===== config.mk =====
export PLATFORM = sky130hd
export DESIGN_NAME = sequence_generator_flat
export DESIGN_NICKNAME = d
export VERILOG_FILES = /design/src/rtl/sequence_generator_if.sv /design/src/rtl/sequence_generator.sv /design/src/flat_wrapper.sv
export SDC_FILE = /design/constraint.sdc
export NUM_CORES = 1
export LEC_CHECK = 0
export ABC_CLOCK_PERIOD_IN_PS = 1350
export CAP_MARGIN = 10
export CORE_MARGIN = 5
export CORE_UTILIZATION = 45
export CTS_CLUSTER_SIZE = 10
export DETAILED_ROUTE_END_ITERATION = 10
export GPL_TIMING_DRIVEN = 0
export PLACE_DENSITY = 0.78
export REMOVE_ABC_BUFFERS = 1
export SYNTH_ARGS = -nofsm -noshare
export SYNTH_HDL_FRONTEND = slang
export SYNTH_SLANG_ARGS = --single-unit
export TNS_END_PERCENT = 50

===== constraint.sdc =====
create_clock -name clk -period 1.35 [get_ports clk]
set_input_delay 0.135 -clock clk [delete_from_list [all_inputs] [get_ports clk]]
set_output_delay 0.135 -clock clk [all_outputs]
set_load 0.02 [all_outputs]

===== src/rtl/sequence_generator_if.sv =====
// Load handshake and serial output bundle for sequence_generator.
// master: pattern source / checker side, slave: the generator.
interface sequence_generator_if #(
  parameter int WIDTH = 16,
  parameter int CNT_W = 8
);
  logic             load_valid;
  logic             load_ready;
  logic [WIDTH-1:0] data_in;
  logic             X;
  logic             x_valid;
  logic             busy;
  logic             done;
  logic             expect_z;
  logic [CNT_W-1:0] match_cnt;

  modport master (
    output load_valid, data_in,
    input  load_ready, X, x_valid, busy, done, expect_z, match_cnt
  );

  modport slave (
    input  load_valid, data_in,
    output load_ready, X, x_valid, busy, done, expect_z, match_cnt
  );
endinterface


===== src/rtl/sequence_generator.sv =====
// Serial pattern transmitter: accepts a WIDTH-bit word over a valid/ready
// handshake and shifts it out MSB-first with a bit-valid strobe and an
// end-of-word pulse. Optional golden Mealy detector for 10011 (overlapping)
// is built when SEQGEN_GOLDEN_EN is defined; otherwise expect_z/match_cnt
// are tied to zero.
module sequence_generator #(
  parameter int WIDTH = 16,
  parameter int CNT_W = 8
) (
  input logic                 clk,
  input logic                 reset,
  sequence_generator_if.slave bus
);

  typedef enum logic [1:0] {IDLE, SHIFT, DONE} state_t;

  localparam int BW = (WIDTH > 2) ? $clog2(WIDTH) : 1;

  state_t           state, state_nx;
  logic [WIDTH-1:0] shreg;
  logic [BW-1:0]    bitcnt;
  logic             accept;
  logic             x;

  // State register
  always_ff @(posedge clk or negedge reset) begin
    if (!reset) state <= IDLE;
    else        state <= state_nx;
  end

  // Next-state decode and load acceptance
  always_comb begin
    state_nx = state;
    accept   = 1'b0;
    case (state)
      IDLE: begin
        if (bus.load_valid) begin
          accept   = 1'b1;
          state_nx = SHIFT;
        end
      end
      SHIFT: begin
        if (bitcnt == BW'(WIDTH - 1)) state_nx = DONE;
      end
      DONE:    state_nx = IDLE;
      default: state_nx = IDLE;
    endcase
  end

  // Shift register and bit counter
  always_ff @(posedge clk or negedge reset) begin
    if (!reset) begin
      shreg  <= '0;
      bitcnt <= '0;
    end else if (accept) begin
      shreg  <= bus.data_in;
      bitcnt <= '0;
    end else if (state == SHIFT) begin
      shreg  <= {shreg[WIDTH-2:0], 1'b0};
      bitcnt <= bitcnt + 1'b1;
    end
  end

  assign x           = (state == SHIFT) & shreg[WIDTH-1];
  assign bus.X       = x;
  assign bus.x_valid = (state == SHIFT);
  assign bus.busy    = (state != IDLE);
  assign bus.done    = (state == DONE);
  assign bus.load_ready = (state == IDLE);

`ifdef SEQGEN_GOLDEN_EN
  logic [3:0]       hist;
  logic [CNT_W-1:0] cnt;
  logic             z;

  // hist sees every cycle's X, so idle zeros break patterns across words
  assign z = (hist == 4'b1001) & x;

  // Golden history and match counter
  always_ff @(posedge clk or negedge reset) begin
    if (!reset) begin
      hist <= '0;
      cnt  <= '0;
    end else begin
      hist <= {hist[2:0], x};
      if (z) cnt <= cnt + 1'b1;
    end
  end

  assign bus.expect_z  = z;
  assign bus.match_cnt = cnt;
`else
  assign bus.expect_z  = 1'b0;
  assign bus.match_cnt = '0;
`endif

endmodule


===== src/flat_wrapper.sv =====
// flat-port wrapper written by rule: the top's interface ports become plain ports
module sequence_generator_flat 
#(
  parameter int WIDTH = 16,
  parameter int CNT_W = 8
)
  (clk, reset, bus_load_valid, bus_data_in, bus_load_ready, bus_X, bus_x_valid, bus_busy, bus_done, bus_expect_z, bus_match_cnt);
  sequence_generator_if #(.WIDTH(WIDTH), .CNT_W(CNT_W)) bus_i ();
  input logic clk;
  input logic reset;
  input wire logic [$bits(bus_i.load_valid)-1:0] bus_load_valid;
  input wire logic [$bits(bus_i.data_in)-1:0] bus_data_in;
  output wire logic [$bits(bus_i.load_ready)-1:0] bus_load_ready;
  output wire logic [$bits(bus_i.X)-1:0] bus_X;
  output wire logic [$bits(bus_i.x_valid)-1:0] bus_x_valid;
  output wire logic [$bits(bus_i.busy)-1:0] bus_busy;
  output wire logic [$bits(bus_i.done)-1:0] bus_done;
  output wire logic [$bits(bus_i.expect_z)-1:0] bus_expect_z;
  output wire logic [$bits(bus_i.match_cnt)-1:0] bus_match_cnt;
  assign bus_i.load_valid = bus_load_valid;
  assign bus_i.data_in = bus_data_in;
  assign bus_load_ready = bus_i.load_ready;
  assign bus_X = bus_i.X;
  assign bus_x_valid = bus_i.x_valid;
  assign bus_busy = bus_i.busy;
  assign bus_done = bus_i.done;
  assign bus_expect_z = bus_i.expect_z;
  assign bus_match_cnt = bus_i.match_cnt;
  sequence_generator #(.WIDTH(WIDTH), .CNT_W(CNT_W)) u_core (.clk(clk), .reset(reset), .bus(bus_i));
endmodule

==> results.ini, run 1 <==
[sta]
finalHoldViolations = 0
finalClockSkew_ps = 8.66
clock.fmax_ghz = 0.735
tightest_slew_ps = 977
finalWorstPathRequiredPeriod_ps = 1360
period_share_pct = 101
fin_hold_ws_ps = 353
rsz0062_at_grt = true
slew_headroom_pct = 34.7
drv_slew = 0
setup_viol = 1
worst_slack_ps = -9.84

[drt]
viasPerCell = 5.05
vias = 873
drc_errors = 0
ant_nets = 0
wl_um = 2430
wl_per_cell_um = 14.0
drt_pass1_iterations = 5
drtIter0Drc = 22

[floorplanning]
num_rows = 17
initial_utilization_pct = 47.3
die_y_um = 58.2
core_area_um2 = 2210
die_x_um = 58.2
die_area_um2 = 3390
io_pins = 33

[synth]
synth-edff-count = 0
netlist_area_um2 = 1050
avgSynthCellArea_um2 = 9.78
synth_seq_area_share_pct = 52.6
yosys.area.top_type_share_pct = 52.6
synth_area_leaders = dfrtp_1 (53%), nand2_1 (12%), a22oi_1 (10%)
yosysWarnings = 0
synthTopCellsByCount = nand2_1 (34), dfrtp_1 (22), a22oi_1 (14)
ys_ff_latch = 22
synthArstFlopShare_pct = 100
yosys_most_used_dff = dfrtp_1
synth_top_area_cell = dfrtp_1
syn_inst = 107
synthDistinctLibCells = 25
yosysMostFrequentCell = nand2_1

[hold_path]
worstHoldStart = bus_data_in[0]
holdCritPathClass = in -> reg

[placement]
dp.cells = 153
gp_congestion = 0.711
portBuffers = 23
hpwlAfterDp_um = 1420

[critical_path]
start_kind = register
cp-startpoint = u_core.state[1]
worstSetupEndpointType = primary output
cp_max_fo = 4
timing.rr.start = u_core.state[0]
r2r-end = u_core.bitcnt[0]
cp.arrival_ps = 1220
ff2ff_path_depth = 6
worstSetupPathType = reg -> out
endpoint = bus_X
ff2ff_setup_slack_ps = 110
critPathRequiredTime_ps = 1220

[status]
status = finished with violations
violations = negative setup slack

[global_route]
first_global_vias = 912
grt_start_max_net_pins = 23
overflow = 0
grt.total_usage_pct = 15.6
grt_first_pass_wirelength_um = 4110
antenna_found_initial = 0

[clock_tree]
htree_levels = 1
cts_tree = yes
clk_latency_ps = 300
cts_buffers = 3
clockRootBuffer = clkbuf_4
clock_tree.buffer_depth = 2
path_clk_slew_ps = 120
cts_hold_buffers = 0
clock-sinks = 22

[power]
power.leakage_nw = 0.697
power_density_nw_per_um2 = 1790
vdd_ir_drop_max_v = 0.00103

[final_layout]
instances_no_fill = 173
area_delta_synth_final_pct = 36.8
fin_nets = 167
antenna_cells = 0
drive_above_1_share_pct = 22.1

[flow_run]
cap_violations = 0

[through the flow]
| step | utilization (%) | worst slack, ps | cell area [um^2] | TNS (ps) | power [mW] |
|---|---|---|---|---|---|
| after detailed placement | 56.4 | -755 | 1250 | -14830 | 2.01 |
| final | 64.7 | -9.84 | 1430 | -9.84 | 2.56 |
| after global routing | 64.7 | -83.6 | 1430 | -205 | 2.76 |
| after global placement | 56.4 | -635 | 1250 | -11900 | 1.96 |
| after CTS | 61.4 | -85.2 | 1360 | -143 | 2.42 |
| after floorplan | - | -198 | 982 | -2370 | 1.69 |
[cell usage in the layout, fill, tap and decap left out]
master and count:
nand2_1 34, dfrtp_1 20, clkdlybuf4s50_1 18, buf_4 17
a22oi_1 14, conb_1 9, nor2_1 3, clkbuf_4 3
nor3b_4 2, mux2i_1 2, o21ai_1 2, o21ai_0 2
buf_2 2, dfrtp_2 2, inv_1 1, nand2b_4 1
inv_8 1, and2_4 1, nor2b_1 1, o21bai_4 1
nand3_1 1, a21o_1 1, nand3b_1 1, xor2_1 1
nand2b_1 1, nand4_1 1, ha_1 1, buf_6 1
buf_12 1
[layout make-up]
| class | instances | area, um^2 |
|---|---|---|
| Clock buffer | 3 | 22.5 |
| Fill cell | 193 | 781 |
| Inverter | 2 | 15.0 |
| Multi-Input combinational cell | 79 | 457 |
| Sequential cell | 22 | 553 |
| Tap cell | 28 | 35.0 |
| Timing Repair Buffer | 39 | 349 |
[worst max-delay path, cell delays in order (launching register included)]
cell and delay (ps):
dfrtp_2 440, nand2b_4 180, inv_8 70, and2_4 130, buf_6 100
[worst min-delay path by stage]
stage | depth (start not counted) | slack (ps) | endpoint
finish | 3 | 350 | u_core.shreg[0]
global route | 3 | 360 | u_core.shreg[0]
CTS | 3 | 350 | u_core.shreg[0]
detailed placement | 2 | 450 | u_core.shreg[15]
global placement | 2 | 450 | u_core.shreg[15]
floorplan | 0 | -160 | u_core.bitcnt[0]
[sequential cells by signal, indices dropped and copies added, names as in the netlist]
register / cells
u_core.state: 2
u_core.shreg: 16
u_core.bitcnt: 4
[cell families after synthesis]
logic type                 after synthesis  share of synthesized area, %
AOI/OAI and AO/OA                       20                          13.8
xor gates and xnor gates                 1                         0.837
adders and majority gates                1                          1.20
buffers and inverters                   15                          9.93
DFF                                     22                          52.6
muxes                                    2                          1.91
other                                    1                         0.359
and+or+nand+nor                         45                          19.4
[power breakdown]
part	leakage [nW]	switching (mW)	internal [mW]
clock network	0.0138	0.188	0.104
logic	0.404	0.587	0.580
registers	0.278	0.176	0.927
[repair_timing]
item,4_1_cts,5_1_grt
buffers inserted,9,7
cloned,1,0
setup endpoints to repair,25,13
gates resized for setup,26,6
pin swaps,1,3
[metal layers]
metal,share of wire [%],vias up,track usage (%)
li1,-,422,-
met1,44,423,19.0
met2,50,28,27.6
met3,5.9,0,3.12
met4,0,0,4.97
met5,0,-,0
No activity file was read; power rests on OpenSTA's default activity.
==> inputs of run 2 (changes only) <==
--- a/config.mk
+++ b/config.mk
@@ -5,7 +5,6 @@
 export SDC_FILE = /design/constraint.sdc
 export NUM_CORES = 1
 export LEC_CHECK = 0
-export ABC_CLOCK_PERIOD_IN_PS = 1350
 export CAP_MARGIN = 10
 export CORE_MARGIN = 5
 export CORE_UTILIZATION = 45
==> results of run 2 <==
Final layout, timing and power as in run 1 (identical DEF).
